[config.mk]
export PLATFORM = sky130hd
export DESIGN_NAME = cmd_unit_routed
export DESIGN_NICKNAME = d
export VERILOG_FILES = /design/src/rtl/cmd_unit_routed.sv
export SDC_FILE = /design/constraint.sdc
export NUM_CORES = 2
export LEC_CHECK = 0
export BUFFER_PORTS_ARGS = -buffer_cell sky130_fd_sc_hd__buf_2
export CAP_MARGIN = 20
export CORE_MARGIN = 1.5
export CORE_UTILIZATION = 25
export CTS_CLUSTER_SIZE = 8
export DETAILED_ROUTE_END_ITERATION = 8
export REMOVE_ABC_BUFFERS = 1
export SLEW_MARGIN = 25
export SYNTH_ARGS = -nofsm -noshare
export SYNTH_HDL_FRONTEND = slang
export SYNTH_SLANG_ARGS = --single-unit
[constraint.sdc]
create_clock -name clk_i -period 5.34 [get_ports clk_i]
set_input_delay 0.534 -clock clk_i [delete_from_list [all_inputs] [get_ports clk_i]]
set_output_delay 0.534 -clock clk_i [all_outputs]
set_load 0.01 [all_outputs]
[src/rtl/cmd_unit_routed.sv]
`default_nettype none
// ============================================================================
// Module   : cmd_unit_routed
// Purpose  : Tagged out-of-order command unit. Responses return only to the
//            issuing cluster. Define CMD_UNIT_ROUTED_STATS_EN for the
//            stat_issued_o / stat_resp_o counters.
// Revision : 1.0 - initial release
// ============================================================================
module cmd_unit_routed #(
    parameter int NUM_CLUSTERS       = 4,
    parameter int NUM_CMD_INTERFACES = 2,
    parameter int CMD_W              = 64,
    parameter int RESP_W             = 32,
    parameter int MAX_INFLIGHT       = 8,
    parameter int TAG_W              = $clog2(MAX_INFLIGHT),
    parameter int SEL_W              = (NUM_CMD_INTERFACES > 1) ? $clog2(NUM_CMD_INTERFACES) : 1
) (
    input  logic                                       clk_i,
    input  logic                                       rst_i,
    input  logic [NUM_CLUSTERS-1:0]                    cmd_valid_i,
    output logic [NUM_CLUSTERS-1:0]                    cmd_ready_o,
    input  logic [NUM_CLUSTERS-1:0][CMD_W-1:0]         cmd_data_i,
    input  logic [NUM_CLUSTERS-1:0][SEL_W-1:0]         cmd_intf_i,
    output logic [NUM_CLUSTERS-1:0]                    cmd_resp_valid_o,
    input  logic [NUM_CLUSTERS-1:0]                    cmd_resp_ready_i,
    output logic [NUM_CLUSTERS-1:0][RESP_W-1:0]        cmd_resp_data_o,
    output logic [NUM_CMD_INTERFACES-1:0]              intf_valid_o,
    input  logic [NUM_CMD_INTERFACES-1:0]              intf_ready_i,
    output logic [NUM_CMD_INTERFACES-1:0][CMD_W-1:0]   intf_data_o,
    output logic [NUM_CMD_INTERFACES-1:0][TAG_W-1:0]   intf_tag_o,
    input  logic [NUM_CMD_INTERFACES-1:0]              intf_resp_valid_i,
    input  logic [NUM_CMD_INTERFACES-1:0][TAG_W-1:0]   intf_resp_tag_i,
    input  logic [NUM_CMD_INTERFACES-1:0][RESP_W-1:0]  intf_resp_data_i,
    output logic [NUM_CMD_INTERFACES-1:0][TAG_W:0]     intf_inflight_o,
    output logic [NUM_CMD_INTERFACES-1:0]              err_bad_tag_o,
    output logic [NUM_CLUSTERS-1:0]                    err_bad_intf_o
`ifdef CMD_UNIT_ROUTED_STATS_EN
    ,
    output logic [NUM_CMD_INTERFACES-1:0][31:0]        stat_issued_o,
    output logic [NUM_CMD_INTERFACES-1:0][31:0]        stat_resp_o
`endif
);

    localparam int c_cid_w  = (NUM_CLUSTERS > 1) ? $clog2(NUM_CLUSTERS) : 1;
    localparam int c_flat   = NUM_CMD_INTERFACES * MAX_INFLIGHT;
    localparam int c_flat_w = $clog2(c_flat);

    localparam logic [1:0] c_free = 2'd0;
    localparam logic [1:0] c_busy = 2'd1;
    localparam logic [1:0] c_done = 2'd2;

    // Slots are stored flat: index = interface * MAX_INFLIGHT + tag.
    logic [1:0]         r_slot_state [c_flat];
    logic [c_cid_w-1:0] r_slot_owner [c_flat];
    logic [RESP_W-1:0]  r_slot_data  [c_flat];

    logic [NUM_CMD_INTERFACES-1:0]             r_intf_valid;
    logic [NUM_CMD_INTERFACES-1:0][CMD_W-1:0]  r_intf_data;
    logic [NUM_CMD_INTERFACES-1:0][TAG_W-1:0]  r_intf_tag;
    logic [c_cid_w-1:0]                        r_rr_issue [NUM_CMD_INTERFACES];
    logic [NUM_CMD_INTERFACES-1:0][TAG_W:0]    r_inflight;
    logic [NUM_CMD_INTERFACES-1:0]             r_err_bad_tag;

    logic [NUM_CLUSTERS-1:0]              r_resp_valid;
    logic [NUM_CLUSTERS-1:0][RESP_W-1:0]  r_resp_data;
    logic [c_flat_w-1:0]                  r_rr_ret [NUM_CLUSTERS];
    logic [NUM_CLUSTERS-1:0]              r_err_bad_intf;

    logic [NUM_CMD_INTERFACES-1:0]           w_grant;
    logic [NUM_CMD_INTERFACES-1:0]           w_slot_avail;
    logic [NUM_CMD_INTERFACES-1:0]           w_req_hit;
    logic [c_cid_w-1:0]                      w_grant_c   [NUM_CMD_INTERFACES];
    logic [TAG_W-1:0]                        w_alloc_tag [NUM_CMD_INTERFACES];
    logic [NUM_CMD_INTERFACES-1:0][TAG_W:0]  w_inflight;
    logic [NUM_CLUSTERS-1:0]                 w_bad_intf;
    logic [NUM_CLUSTERS-1:0]                 w_ret_load;
    logic [c_flat_w-1:0]                     w_ret_idx [NUM_CLUSTERS];

    function automatic logic [c_cid_w-1:0] cid_at(input logic [c_cid_w-1:0] base, input int k);
        return c_cid_w'((int'(base) + k) % NUM_CLUSTERS);
    endfunction

    function automatic logic [c_flat_w-1:0] flat_at(input logic [c_flat_w-1:0] base, input int k);
        return c_flat_w'((int'(base) + k) % c_flat);
    endfunction

    always_comb begin
        w_bad_intf = '0;
        for (int c = 0; c < NUM_CLUSTERS; c++) begin
            w_bad_intf[c] = !rst_i && cmd_valid_i[c] && (int'(cmd_intf_i[c]) >= NUM_CMD_INTERFACES);
        end
    end

    // Descending scans leave the lowest free tag and the first requester after the pointer.
    always_comb begin
        w_grant      = '0;
        w_slot_avail = '0;
        w_req_hit    = '0;
        for (int i = 0; i < NUM_CMD_INTERFACES; i++) begin
            w_grant_c[i]   = '0;
            w_alloc_tag[i] = '0;
            for (int t = MAX_INFLIGHT - 1; t >= 0; t--) begin
                if (r_slot_state[i*MAX_INFLIGHT + t] == c_free) begin
                    w_slot_avail[i] = 1'b1;
                    w_alloc_tag[i]  = TAG_W'(t);
                end
            end
            for (int k = NUM_CLUSTERS - 1; k >= 0; k--) begin
                if (cmd_valid_i[cid_at(r_rr_issue[i], k)] &&
                    int'(cmd_intf_i[cid_at(r_rr_issue[i], k)]) == i) begin
                    w_req_hit[i] = 1'b1;
                    w_grant_c[i] = cid_at(r_rr_issue[i], k);
                end
            end
            w_grant[i] = !rst_i && w_slot_avail[i] && w_req_hit[i] &&
                         (!r_intf_valid[i] || intf_ready_i[i]);
        end
    end

    always_comb begin
        cmd_ready_o = w_bad_intf;
        for (int i = 0; i < NUM_CMD_INTERFACES; i++) begin
            if (w_grant[i]) begin
                cmd_ready_o[w_grant_c[i]] = 1'b1;
            end
        end
    end

    always_comb begin
        w_ret_load = '0;
        for (int c = 0; c < NUM_CLUSTERS; c++) begin
            w_ret_idx[c] = '0;
            if (!r_resp_valid[c] || cmd_resp_ready_i[c]) begin
                for (int k = c_flat - 1; k >= 0; k--) begin
                    if (r_slot_state[flat_at(r_rr_ret[c], k)] == c_done &&
                        r_slot_owner[flat_at(r_rr_ret[c], k)] == c_cid_w'(c)) begin
                        w_ret_load[c] = 1'b1;
                        w_ret_idx[c]  = flat_at(r_rr_ret[c], k);
                    end
                end
            end
        end
    end

    always_comb begin
        w_inflight = '0;
        for (int i = 0; i < NUM_CMD_INTERFACES; i++) begin
            for (int t = 0; t < MAX_INFLIGHT; t++) begin
                if (r_slot_state[i*MAX_INFLIGHT + t] != c_free) begin
                    w_inflight[i] = w_inflight[i] + (TAG_W+1)'(1);
                end
            end
        end
    end

    always_ff @(posedge clk_i) begin
        if (rst_i) begin
            for (int f = 0; f < c_flat; f++) begin
                r_slot_state[f] <= c_free;
                r_slot_owner[f] <= '0;
                r_slot_data[f]  <= '0;
            end
            for (int i = 0; i < NUM_CMD_INTERFACES; i++) begin
                r_rr_issue[i] <= '0;
            end
            for (int c = 0; c < NUM_CLUSTERS; c++) begin
                r_rr_ret[c] <= '0;
            end
            r_intf_valid   <= '0;
            r_intf_data    <= '0;
            r_intf_tag     <= '0;
            r_inflight     <= '0;
            r_err_bad_tag  <= '0;
            r_resp_valid   <= '0;
            r_resp_data    <= '0;
            r_err_bad_intf <= '0;
        end else begin
            r_inflight     <= w_inflight;
            r_err_bad_intf <= r_err_bad_intf | w_bad_intf;
            for (int i = 0; i < NUM_CMD_INTERFACES; i++) begin
                if (intf_ready_i[i]) begin
                    r_intf_valid[i] <= 1'b0;
                end
                if (w_grant[i]) begin
                    r_intf_valid[i] <= 1'b1;
                    r_intf_data[i]  <= cmd_data_i[w_grant_c[i]];
                    r_intf_tag[i]   <= w_alloc_tag[i];
                    r_slot_state[i*MAX_INFLIGHT + int'(w_alloc_tag[i])] <= c_busy;
                    r_slot_owner[i*MAX_INFLIGHT + int'(w_alloc_tag[i])] <= w_grant_c[i];
                    r_rr_issue[i]   <= cid_at(w_grant_c[i], 1);
                end
                // Allocation targets a FREE slot, so it never collides with a BUSY response.
                if (intf_resp_valid_i[i]) begin
                    if (r_slot_state[i*MAX_INFLIGHT + int'(intf_resp_tag_i[i])] == c_busy) begin
                        r_slot_state[i*MAX_INFLIGHT + int'(intf_resp_tag_i[i])] <= c_done;
                        r_slot_data[i*MAX_INFLIGHT + int'(intf_resp_tag_i[i])]  <= intf_resp_data_i[i];
                    end else begin
                        r_err_bad_tag[i] <= 1'b1;
                    end
                end
            end
            for (int c = 0; c < NUM_CLUSTERS; c++) begin
                if (cmd_resp_ready_i[c]) begin
                    r_resp_valid[c] <= 1'b0;
                end
                if (w_ret_load[c]) begin
                    r_resp_valid[c]            <= 1'b1;
                    r_resp_data[c]             <= r_slot_data[w_ret_idx[c]];
                    r_slot_state[w_ret_idx[c]] <= c_free;
                    r_rr_ret[c]                <= flat_at(w_ret_idx[c], 1);
                end
            end
        end
    end

`ifdef CMD_UNIT_ROUTED_STATS_EN
    logic [NUM_CMD_INTERFACES-1:0][31:0] r_stat_issued;
    logic [NUM_CMD_INTERFACES-1:0][31:0] r_stat_resp;

    always_ff @(posedge clk_i) begin
        if (rst_i) begin
            r_stat_issued <= '0;
            r_stat_resp   <= '0;
        end else begin
            for (int i = 0; i < NUM_CMD_INTERFACES; i++) begin
                if (r_intf_valid[i] && intf_ready_i[i]) begin
                    r_stat_issued[i] <= r_stat_issued[i] + 32'd1;
                end
                if (intf_resp_valid_i[i] &&
                    r_slot_state[i*MAX_INFLIGHT + int'(intf_resp_tag_i[i])] == c_busy) begin
                    r_stat_resp[i] <= r_stat_resp[i] + 32'd1;
                end
            end
        end
    end

    assign stat_issued_o = r_stat_issued;
    assign stat_resp_o   = r_stat_resp;
`endif

    assign intf_valid_o     = r_intf_valid;
    assign intf_data_o      = r_intf_data;
    assign intf_tag_o       = r_intf_tag;
    assign intf_inflight_o  = r_inflight;
    assign err_bad_tag_o    = r_err_bad_tag;
    assign cmd_resp_valid_o = r_resp_valid;
    assign cmd_resp_data_o  = r_resp_data;
    assign err_bad_intf_o   = r_err_bad_intf;

endmodule
`default_nettype wire
# Word-level counts from Yosys, hierarchy flattened
# Memories as Yosys holds them, arrays and structs flattened. A register that Yosys moved wholly into a read port is not among the register bits.
# Index checks and enable logic that the tools add are counted.
# classes
shift	0
n_mul	0
n_lt_le_gt_ge	12
mux	324
n_addsub	88
div	0
n_eq_ne	114
bitwise_logic	13
reduce_logical	161
# op_table
operator	n
$mux 4	100
$bmux 64 s2	2
$eq 2x2->1 const B	96
$mux 1	164
$add 4x4->4 const B	32
$mux 64	2
$add 4x1->4 const B	22
$logic_and 1x1->1	80
$add 4x3->4 const B	16
$logic_not 2->1	32
$mux 32	2
$reduce_or 32->1	2
$mux 3	16
$reduce_bool 2->1	22
$mux 2	20
$eq 2x1->1 const B	18
$add 4x2->4 const B	8
$bmux 1 s2	16
$lt 2x3->1 const B	10
$reduce_or 2->1	10
$add 2x1->2 const B	4
$add 2x2->2 const B	4
$add 4x3->4 const A	2
$logic_not 1->1	7
other kinds (7)	25
# word_totals
ram_bits	596
wordCells	731
mem_bits_ro	0
out_inout_bits	286
n_memories	5
regBits	150
latchBits	0
input_bits	344
# memory_table
name	depth	word_bits	rd	rd_ports_with_merged_regs	wr	line	rtl
r_slot_data	16	32	4	4	16	55	logic [RESP_W-1:0] r_slot_data [c_flat];
r_slot_owner	16	2	64	0	16	54	logic [c_cid_w-1:0] r_slot_owner [c_flat];
r_slot_state	16	2	82	0	16	53	logic [1:0] r_slot_state [c_flat];
r_rr_ret	4	4	4	0	4	66	logic [c_flat_w-1:0] r_rr_ret [NUM_CLUSTERS];
r_rr_issue	2	2	2	0	2	60	logic [c_cid_w-1:0] r_rr_issue [NUM_CMD_INTERFACES];

# Depth between registers and ports, before layout
# An unclocked memory read counts as a cell.
# depth
ltp_word	27
mapped_depth	24
ltp_nobuf	19

# Worst setup path before layout
# No wires, ideal clock.
# synth_timing
path_type	reg2reg
from	memory r_rr_ret[3][1] (netlist name)
to	memory r_slot_state[5][0]
path_buffers	7
required_time_ns	5.270
path_slack_ns	0.246
stages_incl_launch_ff	25
setup_ns	0.070
arrival_time_ns	5.025
cell_sequence	edfxtp_1 buf_2 inv_1 buf_2 ha_1 buf_2 nand2_1 o22ai_1 or2_2 mux4_2 or4_4 a31oi_1 o211ai_1 o211ai_2 and2_2 buf_8 buf_12 inv_2 buf_2 buf_2 ha_1 and3_1 a32oi_1 nand3_1 a21oi_1
# synth_lines
item	line
from (decl)	66
to (decl)	53

==> impl_metrics.tcl <==
set metrics [dict create \
    rows 186 \
    port_buffers 625 \
    hold_depth 2 \
    area_growth_pct 20.7 \
    worstPathArrival_ns 5.87 \
    insertion_delay_ns 0.81 \
    worstPathCellList "buf_4, or4bb_1, o22ai_1, nor2_1, mux4_2, and2_1, nor2_1, a32o_1, o221a_1, a2111oi_4, buf_4, buf_4, nor2_4, a221oi_1, buf_4, o21ai_1, a31oi_1" \
    setup_ws_ns 0.120 \
    fin_area_sq_mm 0.0782 \
    path_clk_slew_ns 0.06 \
    layout-drive-gt1-share_pct 18.2 \
    rsz0062_at_grt "no" \
    multiInputGateArea_sq_mm 0.0390 \
    grt_pass1_wl_mm 453 \
    via_count 68700 \
    max_stage_delay_ns 0.88 \
    relSlewSlack_pct 24.7 \
    fillCellCount 27200 \
    dp_hpwl_mm 221 \
    drt-pass1-iter-count 6 \
    die_height_um 512 \
    htreeDepth 4 \
    critical_path_buf_inv_count 4 \
    dpl-instance-area_sq_mm 0.0741 \
    cp_top_family "simple AND/OR/NAND/NOR gates" \
    wl_per_cell_um 26.9 \
    grt-ovfl-total 0 \
    grt_pass1_vias 62300 \
    drtIter0Drc 10300 \
    grt_max_degree 133 \
    cp_common_cell "buf_4" \
    holdWs_ns 0.0871 \
    slowest_stage "nor2_4" \
    cp_max_fo 17 \
    vias_per_cell 5.74 \
    rr_endpoint "cmd_resp_data_o[33]" \
    synth.avg_cell_area_sq_um 8.24 \
    initial_core_util_pct 25.2 \
    rrSetupSlack_ns 0.12 \
    gp_congestion 0.970 \
    cts_tree "yes" \
    required_ns 5.99 \
    synth.distinct_cells 108 \
    synth_area_sq_mm 0.0648 \
    antenna_found_initial 62 \
    hold_viol 0 \
    final.setup_skew_ns 0.0514 \
    die-area_sq_mm 0.262 \
    fmax_mhz 192 \
    cts_buffers 130 \
    pre_cts_ws_ns 0.202 \
    layoutNonFillerInstCount 12000 \
    hold_start "intf_resp_data_i[13]" \
    cap_violations 0 \
    hold_end "r_slot_data[3][13]" \
    min_period_over_period_pct 97.7 \
    r2r_cells 17 \
    worstMarginPinSlew_ns 1.13 \
    cts.sinks 874 \
    r2r-start "r_slot_state[5][1]" \
    routed_wl_mm 322 \
    ant_nets 0 \
    cts_root_buffer "clkbuf_16" \
    finish.net_count 8846 \
    gr-usage-all-layers_pct 23.3 \
    core_area_sq_mm 0.257 \
    drc 0 \
    seq_area_sq_mm 0.0231 \
    setup_viol 0 \
    ys_seq_area_share_pct 35.7 \
    synth-edff-count 564 \
    cp.depth 17 \
    clk_path_buf_depth 3 \
    crit_path_end_kind "flip-flop" \
    fin_crit_ns 5.22 \
    start_kind "flip-flop" \
    hold_path_class "in2reg" \
    ys_seq_elements 874 \
    yosysWarnings 0 \
    syn_inst 7870 \
    async_flop_share_pct 0 \
    slew_viol_final 0 \
    io_pins 630 \
    synth_ff_type "edfxtp_1" \
    dieWidth_um 512 \
    outcome "finished, final reports clean" \
    path_class "reg2reg" \
    placed_cells_incl_taps 11700 \
]
-- flip-flops by register name, summed over array words and instances (netlist names), 6 cells and up --
signal,count
r_slot_data,512
cmd_resp_data_o,128
intf_data_o,128
r_slot_owner,32
r_slot_state,32
r_rr_ret,16
intf_inflight_o,8
intf_tag_o,6
-- worst max-delay path by stage --
stage                                  start                   end  slack (ns)
after floorplan               r_rr_ret[2][0]    r_slot_state[4][0]       -9.11
after global placement    r_slot_state[3][0]   cmd_resp_data_o[14]        0.22
after detailed placement      r_rr_ret[3][1]  cmd_resp_data_o[122]        0.20
after CTS                     r_rr_ret[3][1]  cmd_resp_data_o[122]        0.17
after global routing          r_rr_ret[2][1]   cmd_resp_data_o[65]      0.0009
final                     r_slot_state[5][1]   cmd_resp_data_o[33]        0.12
-- metal layers --
layer  part of all wire [%]  wire, um  track usage (%)  vias to the layer above
li1                       -         -                -                    29700
met1                     39    124000             30.3                    32700
met2                     41    133000             33.7                     5196
met3                     13     42100             6.64                     1036
met4                    6.9     22300             14.8                       24
met5                  0.053       172                0                        -
-- cells in the mapped netlist (56+ instances only) --
cell type	instances	area share (%)
nand2_1	1927	11
nor3_1	62	0.48
o21ai_0	378	2.9
inv_1	73	0.42
dfxtp_1	310	9.6
edfxtp_1	564	26
nor2_1	340	2.0
o22ai_1	141	1.4
mux4_2	131	4.6
a21oi_1	300	2.3
a31oi_1	120	1.2
ha_1	66	1.3
clkbuf_1	412	2.4
and2_1	550	5.3
buf_2	115	0.89
a32oi_1	61	0.82
nand3_1	709	5.5
a221oi_1	56	0.76
mux2i_1	461	7.1
-- cells in the final DEF (no fill, tap or decap), types with 51 or more instances in the layout --
cell          n
nor2_1      312
o221ai_1     55
a32oi_1      61
mux2i_1     461
buf_4       345
buf_2       624
nand3_1     709
edfxtp_1    564
dfxtp_1     310
inv_1        51
buf_12       84
o22ai_1     139
and2_1      547
xnor2_1      52
a21oi_1     298
nand2_1    1919
nor3_1       57
clkbuf_16   132
o21ai_0     378
mux4_2      131
ha_1         65
clkbuf_1     78
a221oi_1     55
a31oi_1     120
-- logic make-up (layout without fill, tap and decap cells) --
group                    Yosys count  after routing  synth area share (%)
AO/OA/AOI/OAI                   1539           1539                  15.8
XOR/XNOR                          86             86                  1.16
adder cells (fa/ha/maj)           66             66                  1.27
buffers and inverters            712           1372                  4.83
flip-flops                       874            874                  35.7
multiplexers                     635            635                  12.5
other                              1             42               0.00579
AND/OR/NAND/NOR                 3957           3957                  28.8
-- area by class of cell --
type                    instances  area share (%)
multi-input cells            6287            49.9
flip-flops and latches        874            29.6
repair buffers               1056            9.51
well taps                    3384            5.41
clock buffers                 213            4.65
inverters                      87           0.453
clock inverters                16           0.408
diodes                         38           0.122
-- repair_timing --
action,4_1_cts,5_1_grt
endpoints found under the hold margin,2,0
resized for setup,0,6
hold buffers,2,0
buffers inserted,0,2
setup endpoints to repair,0,46
-- per-stage QoR --
stage	util, %	TNS (ns)
6_report	30.4	0
2_1_floorplan	-	-1702.55
5_1_grt	30.4	0
4_1_cts	30.3	0
3_5_place_dp	28.8	0
3_3_place_gp	28.8	0
Power is not shown: default switching activity piles up to over one toggle a cycle in this logic, so the estimate is an artifact.
